==> src/rtl/fetch_pkg.sv <==
// Shared types and constants for the instruction-fetch controller.
package fetch_pkg;

    typedef enum logic [1:0] {
        BOOT       = 2'd0,
        RUN        = 2'd1,
        WAIT_GNT   = 2'd2,
        HOLD_REDIR = 2'd3
    } fetch_state_e;

    typedef enum logic [1:0] {
        NONE = 2'd0,
        BR   = 2'd1,
        MRET = 2'd2,
        TRAP = 2'd3
    } redir_src_e;

    localparam int PC_STEP = 4;

endpackage

==> src/rtl/fetch_ctrl_redirect_sel.sv <==
// Combinational priority mux over redirect sources (trap > mret > branch).
// Target is word-aligned; misalign_err flags a selected target with nonzero low bits.
module fetch_ctrl_redirect_sel
    import fetch_pkg::*;
#(
    parameter int XLEN = 32
) (
    input  logic            i_br_taken,
    input  logic [XLEN-1:0] i_br_target,
    input  logic            i_mret_req,
    input  logic [XLEN-1:0] i_mepc,
    input  logic            i_trap_req,
    input  logic [XLEN-1:0] i_trap_vec,
    output logic            o_redir,
    output logic [XLEN-1:0] o_target,
    output logic            o_misalign_err,
    output redir_src_e      o_src
);

    logic [XLEN-1:0] w_raw;

    always_comb begin
        w_raw = '0;
        o_src = NONE;
        if (i_trap_req) begin
            w_raw = i_trap_vec;
            o_src = TRAP;
        end else if (i_mret_req) begin
            w_raw = i_mepc;
            o_src = MRET;
        end else if (i_br_taken) begin
            w_raw = i_br_target;
            o_src = BR;
        end
    end

    assign o_redir        = (o_src != NONE);
    assign o_target       = {w_raw[XLEN-1:2], 2'b00};
    assign o_misalign_err = o_redir && (w_raw[1:0] != 2'b00);

endmodule

==> src/rtl/fetch_ctrl.sv <==
// PC sequencing FSM: drives the PC register load, the imem req/gnt handshake,
// redirect arbitration and flush, and parks a redirect that lands while waiting for grant.
module fetch_ctrl
    import fetch_pkg::*;
#(
    parameter int              XLEN      = 32,
    parameter logic [XLEN-1:0] RESET_VEC = '0,
    parameter int              PC_STEP   = fetch_pkg::PC_STEP
) (
    input  logic            i_clk,
    input  logic            i_rst,
    input  logic [XLEN-1:0] i_pc_q,
    output logic [XLEN-1:0] o_pc_in,
    output logic            o_pc_en,
    output logic            o_imem_req,
    input  logic            i_imem_gnt,
    input  logic            i_stall,
    input  logic            i_br_taken,
    input  logic [XLEN-1:0] i_br_target,
    input  logic            i_mret_req,
    input  logic [XLEN-1:0] i_mepc,
    input  logic            i_trap_req,
    input  logic [XLEN-1:0] i_trap_vec,
    output logic            o_if_valid,
    output logic            o_flush,
    output logic            o_misalign_err
);

    fetch_state_e    r_state, w_state_nxt;
    logic [XLEN-1:0] r_redir_q, w_redir_q_nxt;
    logic            r_if_valid, w_if_valid_nxt;

    logic            w_redir, w_misalign, w_pc_en, w_imem_req;
    logic [XLEN-1:0] w_target, w_pc_in, w_pc_seq;
    redir_src_e      w_src;

    fetch_ctrl_redirect_sel #(.XLEN(XLEN)) u_redirect_sel (
        .i_br_taken    (i_br_taken),
        .i_br_target   (i_br_target),
        .i_mret_req    (i_mret_req),
        .i_mepc        (i_mepc),
        .i_trap_req    (i_trap_req),
        .i_trap_vec    (i_trap_vec),
        .o_redir       (w_redir),
        .o_target      (w_target),
        .o_misalign_err(w_misalign),
        .o_src         (w_src)
    );

    assign w_pc_seq = i_pc_q + XLEN'(PC_STEP);

    always_ff @(posedge i_clk) begin
        if (!i_rst) begin
            r_state    <= BOOT;
            r_redir_q  <= '0;
            r_if_valid <= 1'b0;
        end else begin
            r_state    <= w_state_nxt;
            r_redir_q  <= w_redir_q_nxt;
            r_if_valid <= w_if_valid_nxt;
        end
    end

    always_comb begin
        w_state_nxt    = r_state;
        w_redir_q_nxt  = r_redir_q;
        w_if_valid_nxt = 1'b0;
        w_pc_in        = w_pc_seq;
        w_pc_en        = 1'b0;
        w_imem_req     = 1'b0;
        case (r_state)
            BOOT: begin
                w_pc_in     = RESET_VEC;
                w_pc_en     = 1'b1;
                w_state_nxt = RUN;
            end
            RUN: begin
                w_imem_req = !i_stall;
                if (w_redir) begin
                    w_pc_in = w_target;
                    w_pc_en = 1'b1;
                end else if (w_imem_req && i_imem_gnt) begin
                    w_pc_en        = 1'b1;
                    w_if_valid_nxt = 1'b1;
                end else if (w_imem_req) begin
                    w_state_nxt = WAIT_GNT;
                end
            end
            WAIT_GNT: begin
                // pc_q is the live imem address, so it must not move until grant
                w_imem_req = 1'b1;
                if (w_redir && i_imem_gnt) begin
                    w_pc_in     = w_target;
                    w_pc_en     = 1'b1;
                    w_state_nxt = RUN;
                end else if (w_redir) begin
                    w_redir_q_nxt = w_target;
                    w_state_nxt   = HOLD_REDIR;
                end else if (i_imem_gnt) begin
                    w_pc_en        = 1'b1;
                    w_if_valid_nxt = 1'b1;
                    w_state_nxt    = RUN;
                end
            end
            HOLD_REDIR: begin
                w_imem_req = 1'b1;
                if (w_redir) begin
                    w_redir_q_nxt = w_target;
                end
                if (i_imem_gnt) begin
                    w_pc_in     = w_redir ? w_target : r_redir_q;
                    w_pc_en     = 1'b1;
                    w_state_nxt = RUN;
                end
            end
            default: w_state_nxt = BOOT;
        endcase
    end

    assign o_pc_in        = w_pc_in;
    assign o_pc_en        = i_rst && w_pc_en;
    assign o_imem_req     = i_rst && w_imem_req;
    assign o_flush        = i_rst && (r_state != BOOT) && (w_src != NONE);
    assign o_misalign_err = i_rst && w_misalign;
    assign o_if_valid     = r_if_valid;

endmodule

==> config.mk <==
export PLATFORM = sky130hd
export DESIGN_NAME = fetch_ctrl
export DESIGN_NICKNAME = d
export VERILOG_FILES = /design/src/rtl/fetch_pkg.sv /design/src/rtl/fetch_ctrl_redirect_sel.sv /design/src/rtl/fetch_ctrl.sv
export SDC_FILE = /design/constraint.sdc
export NUM_CORES = 1
export LEC_CHECK = 0
export ABC_CLOCK_PERIOD_IN_PS = 3000
export BUFFER_PORTS_ARGS = -buffer_cell sky130_fd_sc_hd__buf_2
export CORE_UTILIZATION = 25
export CTS_CLUSTER_DIAMETER = 200
export CTS_CLUSTER_SIZE = 25
export DETAILED_ROUTE_END_ITERATION = 8
export GPL_TIMING_DRIVEN = 1
export MAX_ROUTING_LAYER = met4
export SETUP_SLACK_MARGIN = 0.3
export SLEW_MARGIN = 30
export SYNTH_ARGS = -nofsm -noshare
export SYNTH_HDL_FRONTEND = slang
export SYNTH_SLANG_ARGS = --single-unit
export TNS_END_PERCENT = 50
==> constraint.sdc <==
create_clock -name i_clk -period 3 [get_ports i_clk]
set_input_delay 0.15 -clock i_clk [delete_from_list [all_inputs] [get_ports i_clk]]
set_output_delay 0.15 -clock i_clk [all_outputs]
set_load 0.05 [all_outputs]
==> summary.md, run 1 <==
| Metric | Value |
|---|---|
| Mapped Nets | roughly 600 |
| Placed cell areas | between 4000 and 5000 sq um |
| Synth area leaders | dfxtp_1, a22oi_1, nand2_1, a21boi_0, xor2_1 |
| Total power | around 2.8 mW |
| Synth Area in Simple Gates | 0.258 |
| Register area share after synthesis | 0.204 |
| Dpl hpwl | approximately 9600 um |
| Hold Fails Final Rpt | 0 |
| Synth Cell Area | about 3400 sq um |
| Die Wd | 119 um |
| GPL Wtd Cong | just over 0.8 |
| Hold Crit Class | in2reg |
| Yosys warnings | 0 |
| Post-synth ARST share | 0 |
| CP required | 2.85 ns |
| Fillcell total | roughly 1400 |
| CP Capture Type | output port |
| Crit path DAT | about 2.5 ns |
| Xor and xnor area share after synthesis | 0.0715 |
| Htree depth | 2 |
| Number of I/O pins | around 170 |
| Vias per inst | between 4 and 5 |
| Die ar. | approximately 14000 sq um |
| Row count | between 40 and 50 |
| Clock Path Buffers | 2 |
| Layout cell share with drive strength beyond 1 | 0.350 |
| Multi-input logic area | around 2500 sq um |
| Routed WL | 13000 um |
| Final worst slack | between 0.3 and 0.4 ns |
| #FFs+latches synth | 35 |
| Most common cell in the netlist | nand2_1 |
| Compound-gate portion of the synthesized area | 0.371 |
| First-pass GRT wire length | between 15000 and 20000 um |
| CTS Sinks | 35 |
| Post-synth EDFFs | 0 |
| Vias in the first global route | roughly 3500 |
| Clk_lat worst skew | between 0.2 and 0.3 ns |
| Minimum clock period | 2.62 ns |
| DRC viols | 0 |
| Largest area contributor in the netlist | dfxtp_1 |
| Starting Density | 0.258 |
| Core Area | ~13000 sq um |
| RSZ-0062 raised after global routing | yes |
| # hold bufs at CTS | 0 |
| Initial antenna violation count | 0 |
| Multiplexer area fraction after synthesis | 0.00292 |
| Post-route ant nets | 0 |
| Pre-CTS setup slack | 0.638 ns |
| Largest net degree at the start of global routing | 39 |
| Area added between synthesis and finish | 33.6% |
| Worst slew pin tran | 0.662 ns |
| Post-route cell area | about 4600 sq um |
| Synth Area per Inst | 7.30 sq um |
| Max Slew Vio Count | 0 |
| CTS tree | done |
| Congestion Overflow GR | 0 |
| Gr usage total | 0.179 |
| Number of port buffers | 171 |
| Die Y | 119 um |
| Power per standard cell area | ~610 nW/um^2 |
| Fmax | 0.382 GHz |
| CTS Root Cell | clkbuf_16 |
| Post-synth top cells | nand2_1, a22oi_1, dfxtp_1, o21ai_0, a21boi_0 |
| Pleak | about 1.9 nW |
| Vias | 3984 |
| Largest family of logic cells by synthesized area | compound AO/OA/AOI/OAI gates |
| Post-synth top flop | dfxtp_1 |
| Sum Neg Setup Slack | 0 ns |
| Inserted Diodes | 0 |
| Crit-path max FO | 13 |
| Max IR drop VDD | 300 uV |
| Nets@finish | about 770 |
| FF+latch area | roughly 700 sq um |
| Share of Yosys cell area claimed by the top area cell type | 0.204 |
| Drt wl/cell | roughly 16 um |
| Drt first pass iters | 4 |
| Post-synth cell types | between 50 and 60 |
| Slew margin rel. | 0.557 |
| Worst Skew | ~0.0070 ns |
| DR iter-0 viols | 293 |
| Crit Path Class | reg2out |
| CP Launch Type | flop |
| Status | complete, no violations |
| Clock edge transition at the registers on the reported setup and hold paths | about 0.06 ns |
| Final setup viols | 0 |
| Mapped Cells | 470 |
| Max cap viols | 0 |
| Total CTS buffers | 5 |
| Post-synthesis adder-cell area fraction | 0.0219 |
| Period Utilization, post-route | 0.874 |
power breakdown:
part	internal (mW)	switching, mW	total [mW]	leakage (nW)
clock network	0.306	0.218	0.524	0.0658
logic	0.506	1.17	1.68	1.53
registers	0.530	0.0410	0.571	0.284
total	1.34	1.43	2.78	1.88
cell families after synthesis:
family | count (synthesis)
flops | 35
simple gates | 177
compound gates | 180
buf+inv | 43
mux | 1
xor+xnor | 28
fa+ha+maj | 6
what timing repair did:
action	CTS	global route
buffers inserted	0	2
resized for setup	0	3
endpoints found under the setup margin	0	22
flip-flops by register name, indices dropped and copies added, names as in the netlist:
register,cells
r_state,2
o_if_valid,1
r_redir_q,32
critical path: stages, from the launching register on:
cell	delay, ns
dfxtp_1	0.38
ha_1	0.31
nand2_1	0.35
o21ai_4	0.51
a22oi_1	0.14
o22ai_1	0.19
buf_2	0.29
cell usage in the layout, fill, tap and decap left out, types with 7 or more instances in the layout:
cell type | synthesis | final
a21boi_0 | 29 | 29
a21oi_1 | 11 | 11
a22oi_1 | 57 | 57
buf_2 | 11 | 171
buf_4 | 3 | 11
dfxtp_1 | 35 | 35
nand2_1 | 102 | 102
nand3_1 | 13 | 13
nand4_1 | 8 | 8
nor2_1 | 19 | 19
o21ai_0 | 34 | 34
o22ai_1 | 19 | 19
xnor2_1 | 7 | 7
xor2_1 | 21 | 21
per-stage QoR:
stage / hold slack (ns) / utilization / std cells
after floorplan: 0.366 / - / 470
final: 0.215 / 0.345 / 802
after CTS: 0.218 / 0.340 / 798
after global routing: 0.270 / 0.345 / 802
after detailed placement: 0.462 / 0.329 / 790
after global placement: 0.457 / 0.329 / 790
worst paths after layout:
check	slack (ns)	endpoint	startpoint	cells past startpoint
hold / removal	0.22	r_state[0]	i_stall	4
setup / recovery	0.38	o_pc_in[11]	r_state[0]	6
hold reg to reg	0.47	r_redir_q[31]	r_redir_q[31]	2
setup reg to reg	0.92	r_redir_q[18]	r_state[0]	7
area by class of cell:
| class | instances | area share |
|---|---|---|
| multi-input cells | 394 | 0.550 |
| repair buffers | 184 | 0.213 |
| well taps | 176 | 0.0480 |
| clock inverters | 3 | 0.00437 |
| clock buffers | 5 | 0.0273 |
| inverters | 5 | 0.00409 |
| flip-flops and latches | 35 | 0.153 |
metal layers:
metal | routed length (um) | track usage
met3 | 806 | 0.0321
met5 | 0 | -
met2 | 5430 | 0.251
met1 | 6610 | 0.260
met4 | 131 | 0.0427
No activity file was read; power rests on OpenSTA's default activity.
==> run 2, diff against run 1 <==
--- a/config.mk
+++ b/config.mk
@@ -7,12 +7,15 @@
 export LEC_CHECK = 0
 export ABC_CLOCK_PERIOD_IN_PS = 3000
 export BUFFER_PORTS_ARGS = -buffer_cell sky130_fd_sc_hd__buf_2
+export CELL_PAD_IN_SITES_DETAIL_PLACEMENT = 0
+export CELL_PAD_IN_SITES_GLOBAL_PLACEMENT = 2
 export CORE_UTILIZATION = 25
 export CTS_CLUSTER_DIAMETER = 200
 export CTS_CLUSTER_SIZE = 25
 export DETAILED_ROUTE_END_ITERATION = 8
 export GPL_TIMING_DRIVEN = 1
 export MAX_ROUTING_LAYER = met4
+export PLACE_DENSITY_LB_ADDON = 0.1
 export SETUP_SLACK_MARGIN = 0.3
 export SLEW_MARGIN = 30
 export SYNTH_ARGS = -nofsm -noshare
==> summary.md, run 2 (synthesis gave the netlist of run 1 again) <==
| Metric | Value |
|---|---|
| Status | complete, no violations (unchanged) |
| Hold Crit Class | in2reg (unchanged) |
| Die Wd | 119 um (unchanged) |
| Slew margin rel. | 0.554 (was 0.557) |
| Number of I/O pins | 172 (unchanged) |
| # hold bufs at CTS | 0 (unchanged) |
| Initial antenna violation count | 0 (unchanged) |
| Largest net degree at the start of global routing | 47 (was 39) |
| Buf/Inv on CP | 4 (was 1) |
| Top reg by flops | r_redir_q (unchanged) |
| Crit path DAT | 2.47 ns (about the same) |
| Routed WL | 13900 um (was 13000 um) |
| Multi-input logic area | 2530 sq um (was 2520 sq um) |
| Minimum clock period | 2.62 ns (about the same) |
| Placed insts | 789 (was 790) |
| CP max stage delay | 0.37 ns (was 0.51 ns) |
| CTS tree | done (unchanged) |
| Vias per inst | 5.05 (was 4.97) |
| Power per standard cell area | 614 nW/um^2 (was 606 nW/um^2) |
| Crit Path Class | reg2out (unchanged) |
| CTS Root Cell | clkbuf_16 (unchanged) |
| Period Utilization, post-route | 0.873 (was 0.874) |
| Combinational Power Share | 0.615 (was 0.605) |
| Fillcell total | 1438 (was 1437) |
| Critical path's slowest cell | dfxtp_1 (was o21ai_4) |
| Most common cell after layout, fill and taps aside | buf_2 (unchanged) |
| GPL Wtd Cong | 0.827 (was 0.812) |
| DRC viols | 0 (unchanged) |
| Pleak | 1.91 nW (was 1.88 nW) |
| CTS Sinks | 35 (unchanged) |
| Gr usage total | 0.198 (was 0.179) |
| Hold Fails Final Rpt | 0 (unchanged) |
| Post-route cell area | 4640 sq um (was 4580 sq um) |
| Most frequent cells in the layout | buf_2, nand2_1, a22oi_1 (unchanged) |
| Layout cell share with drive strength beyond 1 | 0.354 (was 0.350) |
| Congestion Overflow GR | 0 (unchanged) |
| Number of port buffers | 171 (unchanged) |
| Clock Path Buffers | 2 (unchanged) |
| Htree depth | 2 (unchanged) |
| Sum Neg Setup Slack | 0 ns (unchanged) |
| Dpl hpwl | 10400 um (was 9590 um) |
| Reg power frac | 0.202 (was 0.206) |
| First-pass GRT wire length | 21300 um (was 19400 um) |
| Core Area | 13300 sq um (unchanged) |
| P_int | 1.39 mW (was 1.34 mW) |
| Finished Layout Cells | 804 (was 802) |
| Max reg flops | 32 (unchanged) |
| Sw power | 1.46 mW (was 1.43 mW) |
| Sw frac | 0.511 (was 0.517) |
| Drt wl/cell | 17.2 um (was 16.2 um) |
| Worst Skew | 0.00409 ns (was 0.00698 ns) |
| R2R Path Start | r_state[0] (unchanged) |
| Area added between synthesis and finish | 35.3% (was 33.6%) |
| Cell mode on critical path | o21ai_4 |
| Die ar. | 14200 sq um (unchanged) |
| FF+latch area | 701 sq um (unchanged) |
| Clock edge transition at the registers on the reported setup and hold paths | 0.06 ns (about the same) |
| Clk_lat worst skew | 0.28 ns (was 0.29 ns) |
| Clock group share of total power | 0.183 (was 0.189) |
| CP Capture Type | output port (unchanged) |
| Delay-heaviest family, CP | buffers and inverters (was compound AO/OA/AOI/OAI gates) |
| CP required | 2.85 ns (about the same) |
| CP Launch Type | flop (unchanged) |
| Max Slew Vio Count | 0 (unchanged) |
| Row count | 42 (unchanged) |
| Final setup viols | 0 (unchanged) |
| Placed cell areas | 4370 sq um (about the same) |
| Nets@finish | 769 (was 766) |
| Critical Path Source | r_state[0] (unchanged) |
| Fmax | 0.382 GHz (about the same) |
| Vias in the first global route | 3820 (was 3516) |
| Worst slew pin tran | 0.666 ns (was 0.662 ns) |
| Total CTS buffers | 5 (unchanged) |
| Crit-path max FO | 13 (unchanged) |
| Max cap viols | 0 (unchanged) |
| HP Start | i_stall (unchanged) |
| Inserted Diodes | 0 (unchanged) |
| DR iter-0 viols | 354 (was 293) |
| Max IR drop VDD | 282 uV (was 300 uV) |
| Drt first pass iters | 5 (was 4) |
| Vias | 4061 (was 3984) |
| Crit-path cells | inv_1 > ha_4 > and2_1 > o21ai_4 > buf_4 > o21ai_4 > buf_12 > a22oi_1 > o22ai_1 > buf_2 (was ha_1 > nand2_1 > o21ai_4 > a22oi_1 > o22ai_1 > buf_2) |
| RSZ-0062 raised after global routing | no (was yes) |
| Starting Density | 0.258 (unchanged) |
| Post-route ant nets | 0 (unchanged) |
| Die Y | 119 um (unchanged) |
[run 2: changes by cell type in the layout (fill, tap and decap cells not counted)]
cell        change
nand2_2         +1
clkinvlp_4      -2
clkbuf_8        +1
ha_4            +1
nand2_1         -1
buf_4           +1
buf_12          +2
ha_2            -1
[run 2: worst paths after layout]
kind                        to  slack (ns)  depth (start not counted)
setup / recovery   o_pc_in[17]        0.38                         10
hold / removal      r_state[0]        0.23                          4
setup reg to reg  r_redir_q[3]        1.25                          7
hold reg to reg   r_redir_q[6]        0.47                          2
[run 2: tightest hold or removal path, delay by kind of cell]
| family | cells | cell delay [ns] |
|---|---|---|
| compound gates | 3 | 0.20 |
| buf+inv | 1 | 0.10 |
[run 2: metal layers]
layer  GRT usage  part of all wire  vias to the layer above
li1            -                 -                     2029
met2       0.270              0.40                      174
met4      0.0348            0.0049                        0
met3      0.0316             0.079                        4
met5           -                 0                        -
met1       0.302              0.52                     1854
[run 2: area by class of cell]
type,count,share of cell area
multi-input combinational,394,0.546
timing repair buffer,187,0.221
sequential,35,0.151
tap,176,0.0474
clock buffer,6,0.0299
inverter,5,0.00404
clock inverter,1,0.00108
[run 2: per-stage QoR]
stage	util	setup slack (ns)	hold WS, ns	total power [mW]
floorplan	-	0.588	0.366	1.78
CTS	0.344	0.315	0.228	2.82
global placement	0.329	0.560	0.451	2.22
finish	0.349	0.382	0.227	2.85
detailed placement	0.329	0.570	0.460	2.22
global route	0.349	0.308	0.260	3.02
[run 2: power by group through the flow]
stage	registers [mW]	clock network [mW]	logic (mW)
floorplan	0.568	0	1.21
global placement	0.582	0	1.64
detailed placement	0.581	0	1.64
CTS	0.572	0.534	1.72
global route	0.581	0.551	1.88
finish	0.576	0.522	1.75
[run 2: timing repair]
item,in CTS,in global routing
endpoints found under the setup margin,7,26
pin swaps,3,5
buffers inserted,1,5
resized for setup,3,2
gates cloned,2,0
